[src/rtl/beat_sequencer_pkg.sv]
// Shared definitions for the four-beat CPU timing generator: state encoding,
// beat bit positions and the opcode field that is decoded for HALT.
package beat_sequencer_pkg;

  typedef enum logic [2:0] {
    S_IDLE = 3'd0,
    S_T1   = 3'd1,
    S_T2   = 3'd2,
    S_T3   = 3'd3,
    S_T4   = 3'd4,
    S_WAIT = 3'd5,
    S_HALT = 3'd6
  } state_e;

  localparam int T1_IDX = 0;
  localparam int T2_IDX = 1;
  localparam int T3_IDX = 2;
  localparam int T4_IDX = 3;

  localparam logic [4:0] HALT_OP_DEF = 5'b11111;
  localparam int OP_HI = 15;
  localparam int OP_LO = 11;

  // Beat vector {t4,t3,t2,t1} for a state; zero outside the beat states.
  function automatic logic [3:0] beat_of(state_e s);
    logic [3:0] b;
    b = 4'b0000;
    case (s)
      S_T1:    b[T1_IDX] = 1'b1;
      S_T2:    b[T2_IDX] = 1'b1;
      S_T3:    b[T3_IDX] = 1'b1;
      S_T4:    b[T4_IDX] = 1'b1;
      default: b = 4'b0000;
    endcase
    return b;
  endfunction

endpackage

[src/rtl/beat_sequencer_if.sv]
// Control and status bundle between the CPU control block and the beat sequencer.
// All controls are level-sampled on the rising clock edge; there is no
// valid/ready handshake, outputs are registered-state decodes.
interface beat_sequencer_if #(
  parameter int CNT_W = 16
);
  logic             start;
  logic             step_mode;
  logic             step_req;
  logic             mem_busy;
  logic [15:0]      ir;
  logic [3:0]       t;
  logic             busy;
  logic             halted;
  logic [CNT_W-1:0] instr_cnt;

  modport master (
    output start, step_mode, step_req, mem_busy, ir,
    input  t, busy, halted, instr_cnt
  );

  modport slave (
    input  start, step_mode, step_req, mem_busy, ir,
    output t, busy, halted, instr_cnt
  );
endinterface

[src/rtl/beat_sequencer_rise_detect.sv]
// Registered rising-edge detector: the previous value is sampled every cycle,
// so an edge is seen only in the cycle the input first goes high.
module beat_sequencer_rise_detect (
  input  logic clk,
  input  logic rst,
  input  logic i_d,
  output logic o_rise
);
  logic r_prev;

  always_ff @(posedge clk) begin
    if (rst) r_prev <= 1'b0;
    else     r_prev <= i_d;
  end

  assign o_rise = i_d & ~r_prev;
endmodule

[src/rtl/beat_sequencer.sv]
// Four-beat timing generator: one-hot t1..t4, memory-stretched t1/t3,
// HALT opcode stop, single-step WAIT and a retired-instruction counter.
module beat_sequencer
  import beat_sequencer_pkg::*;
#(
  parameter logic [4:0] HALT_OP = HALT_OP_DEF,
  parameter int         CNT_W   = 16
) (
  input  logic              clk,
  input  logic              rst,
  beat_sequencer_if.slave   bus,
  output state_e            o_state
);
  state_e           r_state;
  state_e           w_next;
  logic [CNT_W-1:0] r_cnt;
  logic             w_step_rise;
  logic             w_is_halt_op;
  logic             w_unused_ir;

  beat_sequencer_rise_detect u_step_edge (
    .clk    (clk),
    .rst    (rst),
    .i_d    (bus.step_req),
    .o_rise (w_step_rise)
  );

  assign w_is_halt_op = (bus.ir[OP_HI:OP_LO] == HALT_OP);
  assign w_unused_ir  = ^bus.ir[OP_LO-1:0];

  always_comb begin
    w_next = r_state;
    case (r_state)
      S_IDLE: if (bus.start) w_next = S_T1;
      S_T1:   if (!bus.mem_busy) w_next = S_T2;
      S_T2:   w_next = S_T3;
      S_T3:   if (!bus.mem_busy) w_next = S_T4;
      // HALT wins over single-step so a halted program never parks in WAIT.
      S_T4: begin
        if (w_is_halt_op)       w_next = S_HALT;
        else if (bus.step_mode) w_next = S_WAIT;
        else                    w_next = S_T1;
      end
      S_WAIT: if (w_step_rise || !bus.step_mode) w_next = S_T1;
      S_HALT: w_next = S_HALT;
      default: w_next = S_IDLE;
    endcase
  end

  always_ff @(posedge clk) begin
    if (rst) begin
      r_state <= S_IDLE;
      r_cnt   <= '0;
    end else begin
      r_state <= w_next;
      if (r_state == S_T4) r_cnt <= r_cnt + CNT_W'(1);
    end
  end

  assign bus.t         = beat_of(r_state);
  assign bus.busy      = (r_state == S_T1) || (r_state == S_T2) ||
                         (r_state == S_T3) || (r_state == S_T4);
  assign bus.halted    = (r_state == S_HALT);
  assign bus.instr_cnt = r_cnt;
  assign o_state       = r_state;
endmodule

[src/flat_wrapper.sv]
// flat-port wrapper written by rule: the top's interface ports become plain ports
module beat_sequencer_flat import beat_sequencer_pkg::*;
#(
  parameter logic [4:0] HALT_OP = HALT_OP_DEF,
  parameter int         CNT_W   = 16
)
  (clk, rst, o_state, bus_start, bus_step_mode, bus_step_req, bus_mem_busy, bus_ir, bus_t, bus_busy, bus_halted, bus_instr_cnt);
  beat_sequencer_if #(.CNT_W(CNT_W)) bus_i ();
  input  logic clk;
  input  logic rst;
  output state_e o_state;
  input wire logic [$bits(bus_i.start)-1:0] bus_start;
  input wire logic [$bits(bus_i.step_mode)-1:0] bus_step_mode;
  input wire logic [$bits(bus_i.step_req)-1:0] bus_step_req;
  input wire logic [$bits(bus_i.mem_busy)-1:0] bus_mem_busy;
  input wire logic [$bits(bus_i.ir)-1:0] bus_ir;
  output wire logic [$bits(bus_i.t)-1:0] bus_t;
  output wire logic [$bits(bus_i.busy)-1:0] bus_busy;
  output wire logic [$bits(bus_i.halted)-1:0] bus_halted;
  output wire logic [$bits(bus_i.instr_cnt)-1:0] bus_instr_cnt;
  assign bus_i.start = bus_start;
  assign bus_i.step_mode = bus_step_mode;
  assign bus_i.step_req = bus_step_req;
  assign bus_i.mem_busy = bus_mem_busy;
  assign bus_i.ir = bus_ir;
  assign bus_t = bus_i.t;
  assign bus_busy = bus_i.busy;
  assign bus_halted = bus_i.halted;
  assign bus_instr_cnt = bus_i.instr_cnt;
  beat_sequencer #(.HALT_OP(HALT_OP), .CNT_W(CNT_W)) u_core (.clk(clk), .rst(rst), .bus(bus_i), .o_state(o_state));
endmodule
[config.mk]
export PLATFORM = sky130hd
export DESIGN_NAME = beat_sequencer_flat
export DESIGN_NICKNAME = d
export VERILOG_FILES = /design/src/rtl/beat_sequencer_pkg.sv /design/src/rtl/beat_sequencer_if.sv /design/src/rtl/beat_sequencer_rise_detect.sv /design/src/rtl/beat_sequencer.sv /design/src/flat_wrapper.sv
export SDC_FILE = /design/constraint.sdc
export NUM_CORES = 1
export LEC_CHECK = 0
export ABC_AREA = 0
export CAP_MARGIN = 15
export CORE_ASPECT_RATIO = 0.7
export CORE_MARGIN = 5
export CORE_UTILIZATION = 36
export CTS_BUF_LIST = sky130_fd_sc_hd__clkbuf_8 sky130_fd_sc_hd__clkbuf_16
export CTS_CLUSTER_SIZE = 14
export DETAILED_ROUTE_END_ITERATION = 10
export PLACE_DENSITY = 0.74
export RECOVER_POWER = 25
export SLEW_MARGIN = 15
export SYNTH_ARGS = -nofsm -noshare
export SYNTH_HDL_FRONTEND = slang
export SYNTH_SLANG_ARGS = --single-unit
[constraint.sdc]
create_clock -name clk -period 1.8 [get_ports clk]
set_input_delay 0.54 -clock clk [delete_from_list [all_inputs] [get_ports clk]]
set_output_delay 0.54 -clock clk [all_outputs]
set_load 0.03 [all_outputs]
* After elaboration in Yosys (flattened, before gate mapping) *
Index checks and enable logic that the tools add are counted.

operators by class
  bitwise operators = 2
  equal/unequal tests = 11
  reductions and logical operators = 7
  $add $sub $neg = 1
  muxes and demuxes = 11

operator list
  operator                                                          number
  3-bit case mux with 7 select lines                                1
  3-bit 2-to-1 mux                                                  6
  16-bit by 1-bit adder with 16-bit output (second input constant)  1
  3-bit == test (second input constant)                             3
  3-bit by 2-bit == test with 1-bit output (second input constant)  2
  2-bit != test (second input constant)                             3
  5-bit == test (second input constant)                             1
  1-bit logical OR                                                  4
  1-bit 2-to-1 mux                                                  4
  4-bit AND reduction                                               1
  3-bit by 1-bit == test with 1-bit output (second input constant)  1
  3-bit zero test                                                   1
  2-bit by 1-bit != test with 1-bit output (second input constant)  1
  1-bit AND                                                         1
  1-bit zero test                                                   1
  1-bit NOT                                                         1

storage, ports and cells
  word-level logic and storage cells = 35
  output and inout bits = 25
  flip-flop bits (word level) = 20
  input port bits = 22

* Depth between registers and ports, before layout *
Gate-level depths: netlist (run 1).

  depth after elaboration = 5
  mapped depth = 6
  gate-level depth less buffers = 5

* Modules after synthesis *
Synthesis (run 1) repeated with hierarchy kept, for this count alone.

unflattened totals
  cell total of the unflattened synthesis = 124
  area, all modules = 1089.8 um^2

modules (own cells, without submodules)
  module                      sequential area each (um^2)  cells each  area an instance (um^2)  instances
  beat_sequencer              380.4                        121         1042.2                   1
  beat_sequencer_rise_detect  20.0                         3           47.5                     1

* Least setup slack after synthesis (run 1) *
OpenSTA, ideal clock, no wires.

  path type = register -> register
  from = register u_core.r_state[2] (netlist: u_core.o_state[2])
  to = register u_core.r_cnt[4] (netlist: u_core.bus.instr_cnt[4])
  library setup time = 0.128 ns
  period minus slack after synthesis = 2.369 ns
  required time = 1.672 ns
  setup slack = -0.569 ns
  path buffers = 1
  stages on the path, launching flop included = 6
  arrival = 2.242 ns
  cell sequence = dfxtp_1 buf_2 nor3b_1 nand4_1 xor2_1 nor2_1

between the ends
  cells in the longest elaborated chain, start to end = 1

ends and longest elaborated chain
  what                    RTL line              RTL
  from (decl)             beat_sequencer.sv:14  state_e r_state;
  from (signal assigned)  beat_sequencer.sv:55  r_state <= w_next;
  3-bit == test           beat_sequencer.sv:56  if (r_state == S_T4) r_cnt <= r_cnt + CNT_W'(1);
  to (signal assigned)    beat_sequencer.sv:56
  to (decl)               beat_sequencer.sv:16  logic [CNT_W-1:0] r_cnt;

Every way passes these cells.
A chain may end at the register's enable or synchronous reset.

* Final worst setup path (run 1) *
  from = register u_core.r_state[1] (netlist: u_core.o_state[1])
  to = register u_core.r_cnt[10] (netlist: u_core.bus.instr_cnt[10])

Same word-level chain as after synthesis.

==> qor.csv, run 1 <==
metric,value,unit
status,completed,
Antenna Cells,0,
Critical Path End Type,flop,
antenna-violating nets left,0,
Multi-input gate area,594,um^2
die width,73.3,um
critical path class,reg -> reg,
Die Span Y,54.3,um
drt total wl,2360,um
number of global-route vias before repair,845,
top-count cell post-synth,dfxtp_1,
"Async S/R FF share, synth",0,
sequential element share of the synthesized area,0.397,
largest net degree at the start of global routing,14,
clock skew,0.00855,ns
"Reg clk slew, reported paths",0.07,ns
Nets,188,
routed vias,969,
maximum VDD drop,0.563,mV
htree depth,1,
Min Hold Slack,0.509,ns
Yosys warning total,0,
type of origin of the critical path,flop,
worst-margin pin slew,0.475,ns
Synth area leader,dfxtp_1,
endpoints failing hold,0,
global-route wire length before repair,3650,um
leak pwr,0.630,nW
worst path required time,1.99,ns
initial antenna violation count,0,
most frequent cells after synthesis,"dfxtp_1, nor2_1, nand3_1, xnor2_1",
top post-synthesis cells by area,"dfxtp_1, nor2_1, xnor2_1",
Area Overhead vs Synth,49.5,%
Synth Flop Type,dfxtp_1,
Core Area,2740,um^2
layout cell share with drive strength beyond 1,0.238,
Overall Power,971,uW
CTS root buf,clkbuf_8,
CP arrival,1.95,ns
Die ar.,3980,um^2
Yosys reg bits,20,
Syn Inst Count,121,
Seq. cell area,407,um^2
IO Count,47,
dpl hpwl,1840,um
top-area cell type share of the netlist area,0.397,
Hold Path Class,reg -> reg,
power per cell area,644,nW/um^2
final worst path period share,0.982,
Post-synth EDFFs,0,
drt wl/cell,11.8,um
syn_nets,144,
Max Buffers Root-to-Sink,2,
Port-buffer cells,35,
Max Cap Viol,0,
RSZ-0062 raised after global routing,yes,
Netlist cell types,31,
total clock sinks,20,
"Setup violations, final",0,
Final Critical Period,1.77,ns
grt ovf,0,
Initial DRC Count,24,
Num CTS Buffers,3,
Clock Latency Late Sink,0.26,ns
Total GRT Usage,0.123,
first-pass detailed-route iteration total,4,
final slew viol count,0,
Rel. slew slack,0.681,
critical-path maximum fanout,6,
GP Congestion,0.795,
"Hold-fix buffers, CTS",0,
Initial Util,0.368,
syn_area_per_cell,8.33,um^2
mapped cell area,1010,um^2
DRC violations left,0,
FMAX,566,MHz
Row Count,16,
vias per std cell,4.85,
number of fillers in the final layout,268,
CTS tree,done,
-- per-stage QoR --
stage | setup TNS [ns] | std cells | util | setup slack [ns] | area [um^2]
2_1_floorplan | -0.527 | 121 | - | -0.144 | 1040
5_1_grt | -0.347 | 200 | 0.550 | -0.0719 | 1510
4_1_cts | 0 | 200 | 0.543 | 0.00528 | 1490
3_3_place_gp | -0.0386 | 196 | 0.531 | -0.0386 | 1460
6_report | 0 | 200 | 0.550 | 0.0332 | 1510
3_5_place_dp | -0.0852 | 196 | 0.531 | -0.0852 | 1460
-- logic make-up after synthesis --
kind of cell,synth area share
buffers and inverters,0.0509
XOR/XNOR,0.0782
adder cells (fa/ha/maj),0.0124
AND/OR/NAND/NOR,0.305
flip-flops,0.397
multiplexers,0.0546
AO/OA/AOI/OAI,0.102
-- layout make-up --
| class | instances | share of cell area |
|---|---|---|
| clock buffer | 4 | 0.0365 |
| inverter | 5 | 0.0124 |
| multi-input combinational | 90 | 0.394 |
| sequential | 20 | 0.270 |
| tap | 36 | 0.0299 |
| timing repair buffer | 45 | 0.257 |
-- routing by layer --
layer | GRT usage | part of all wire
met1 | 0.134 | 0.45
met3 | 0.0514 | 0.084
met4 | 0.0552 | 0.015
met5 | 0 | 0
met2 | 0.211 | 0.45
-- path summary, 6_finish.rpt --
path                            startpoint                       end  slack, ns  cells past startpoint
setup reg to reg         u_core.o_state[1]  u_core.bus.instr_cnt[10]       0.03                      4
hold / removal    u_core.bus.instr_cnt[14]  u_core.bus.instr_cnt[14]       0.51                      2
setup / recovery         u_core.o_state[1]  u_core.bus.instr_cnt[10]       0.03                      4
hold reg to reg   u_core.bus.instr_cnt[14]  u_core.bus.instr_cnt[14]       0.51                      2
-- sequential cells by signal (all words and copies together), names as in the netlist --
name                       flops
u_core.u_step_edge.r_prev      1
u_core.o_state                 3
u_core.bus.instr_cnt          16
-- critical path, stage by stage (launching register included) --
cell and delay [ns]:
dfxtp_4 0.35, nand4bb_1 0.28, or4_4 0.59, or3_1 0.32
a21oi_1 0.15
-- report_power, final --
group	switching, mW	internal (mW)
sequential	0.00472	0.450
clock	0.142	0.195
combinational	0.0979	0.0815
-- cells in the final DEF, fill, tap and decap left out, types with 5 or more instances in the layout --
cell type,Yosys,final
dlygate4sd2_1,0,17
nand2_1,6,6
xnor2_1,7,6
nor2b_1,5,5
nor2_1,17,15
a21oi_1,6,6
nand3_1,7,7
o21ai_0,6,6
nor3_1,6,5
inv_1,5,5
dfxtp_1,20,17
buf_4,0,17
clkdlybuf4s50_1,0,10
-- repair_timing --
action                                  4_1_cts  5_1_grt
cloned                                        0        0
setup buffers                                 0        0
resized for setup                            17        5
endpoints found under the setup margin       17       11
(Power assumes the default switching activity.)
==> run 2: changes to the inputs <==
--- a/config.mk
+++ b/config.mk
@@ -15,7 +15,8 @@
 export DETAILED_ROUTE_END_ITERATION = 10
 export PLACE_DENSITY = 0.74
 export RECOVER_POWER = 25
-export SLEW_MARGIN = 15
+export REMOVE_ABC_BUFFERS = 1
+export SLEW_MARGIN = 25
 export SYNTH_ARGS = -nofsm -noshare
 export SYNTH_HDL_FRONTEND = slang
 export SYNTH_SLANG_ARGS = --single-unit
==> qor.csv, run 2 (synthesized netlist as in run 1, its figures left out) <==
metric,value,unit,change
clock skew,0.00532,ns,-0.00323 ns
maximum VDD drop,0.505,mV,-10%
type of origin of the critical path,flop,,
Min Hold Slack,0.519,ns,+0.00966 ns
DRC violations left,0,,unchanged
critical path class,reg -> out,,
leak pwr,0.635,nW,+0.90%
Num CTS Buffers,3,,unchanged
layout cell share with drive strength beyond 1,0.242,,+0.00462
number of fillers in the final layout,231,,-14%
power per cell area,697,nW/um^2,+8.2%
most frequent cells in the layout,"dlygate4sd2_1, nor2_1, dfxtp_1",,
total clock sinks,20,,unchanged
Initial DRC Count,28,,+17%
Critical Path End Type,output port,,
"commonest non-fill, non-tap cell in the layout",dlygate4sd2_1,,
drt total wl,2640,um,+12%
Final Critical Period,1.75,ns,-0.0127 ns
htree depth,1,,unchanged
vias per std cell,4.98,,+2.7%
worst-margin pin slew,0.326,ns,-0.148 ns
dpl hpwl,2020,um,+9.9%
Die ar.,3980,um^2,unchanged
Final TNS setup,0,ns,unchanged
CP arrival,1.21,ns,-0.74 ns
IO Count,47,,unchanged
initial antenna violation count,0,,unchanged
Core Area,2740,um^2,unchanged
Port-buffer cells,35,,unchanged
FMAX,570,MHz,+0.73%
final worst path period share,0.974,,-0.00708
routed vias,1000,,+3.2%
grt ovf,0,,unchanged
worst path required time,1.26,ns,-0.73 ns
number of global-route vias before repair,853,,+0.95%
final std cells w/o fill,201,,+0.50%
drt wl/cell,13.1,um,+12%
Initial Util,0.368,,unchanged
CTS tree,done,,
"Hold-fix buffers, CTS",0,,unchanged
"Reg clk slew, reported paths",0.07,ns,about the same
CTS root buf,clkbuf_8,,
Worst path slowest cell,dfxtp_2,,
max incr delay on CP,0.34,ns,-0.25 ns
"Critical Path, Cell by Cell",buf_6 -> inv_1 -> nor3b_2 -> buf_4,,
Placed Cells,197,,+0.51%
Die Span Y,54.3,um,unchanged
Max Cap Viol,0,,unchanged
largest net degree at the start of global routing,24,,+10
flop-to-flop setup slack,0.11,ns,+0.08 ns
Clock Latency Late Sink,0.26,ns,about the same
endpoints failing hold,0,,unchanged
global-route wire length before repair,4080,um,+12%
Rel. slew slack,0.782,,+0.101
Hold Path Class,reg -> reg,,
die width,73.3,um,unchanged
Max Buffers Root-to-Sink,2,,unchanged
GP Congestion,0.775,,-2.6%
Antenna Cells,0,,unchanged
antenna-violating nets left,0,,unchanged
critical-path maximum fanout,9,,+3
status,completed,,
Area Overhead vs Synth,54.1,%,
Total GRT Usage,0.134,,+0.0112
final slew viol count,0,,unchanged
first-pass detailed-route iteration total,4,,unchanged
Nets,189,,+0.53%
Largest register FFs,16,,unchanged
Row Count,16,,unchanged
"Setup violations, final",0,,unchanged
[run 2: layout make-up]
| type | instances | area [um^2] | share of cell area |
|---|---|---|---|
| well taps | 36 | 45.0 | 0.0290 |
| clock inverters | 1 | 30.0 | 0.0193 |
| clock buffers | 3 | 41.3 | 0.0266 |
| multi-input cells | 90 | 609 | 0.392 |
| flip-flops and latches | 20 | 405 | 0.261 |
| inverters | 5 | 18.8 | 0.0121 |
| repair buffers | 46 | 404 | 0.260 |
[run 2: critical path, delay by kind of cell (launching register included)]
| kind | cells | cell delay (ns) |
|---|---|---|
| flops | 1 | 0.34 |
| simple gates | 1 | 0.18 |
| buf+inv | 3 | 0.43 |
[run 2: timing repair]
item	4_1_cts	5_1_grt
setup endpoints to repair	22	10
resized for setup	18	16
pin swaps	0	1
setup buffers	0	0
[run 2: path summary, 6_finish.rpt]
path,from,end,cells after the start
setup reg to reg,u_core.bus.instr_cnt[0],u_core.bus.instr_cnt[14],5
hold reg to reg,u_core.bus.instr_cnt[14],u_core.bus.instr_cnt[14],2
setup / recovery,u_core.o_state[1],bus_halted,4
hold / removal,u_core.bus.instr_cnt[14],u_core.bus.instr_cnt[14],2
[run 2: layer usage]
metal,track usage,share of wire
met2,0.217,0.50
met4,0.0337,0.0072
met1,0.175,0.44
met5,0,0
met3,0.0404,0.055
[run 2: through the flow]
| step | area, um^2 | utilization | total power [mW] | worst slack, ns |
|---|---|---|---|---|
| 2_1_floorplan | 976 | - | 0.553 | -0.507 |
| 3_3_place_gp | 1450 | 0.527 | 0.632 | -0.0853 |
| 3_5_place_dp | 1450 | 0.527 | 0.638 | -0.250 |
| 4_1_cts | 1500 | 0.546 | 1.08 | -0.0217 |
| 5_1_grt | 1550 | 0.567 | 1.12 | -0.0204 |
| 6_report | 1550 | 0.567 | 1.08 | 0.0459 |
[run 2: power breakdown]
part,leakage [nW],switching (mW),total (mW),internal [mW]
Clock,0.0357,0.145,0.442,0.297
Combinational,0.436,0.103,0.185,0.0822
Sequential,0.164,0.00523,0.455,0.450
Total,0.635,0.254,1.08,0.829
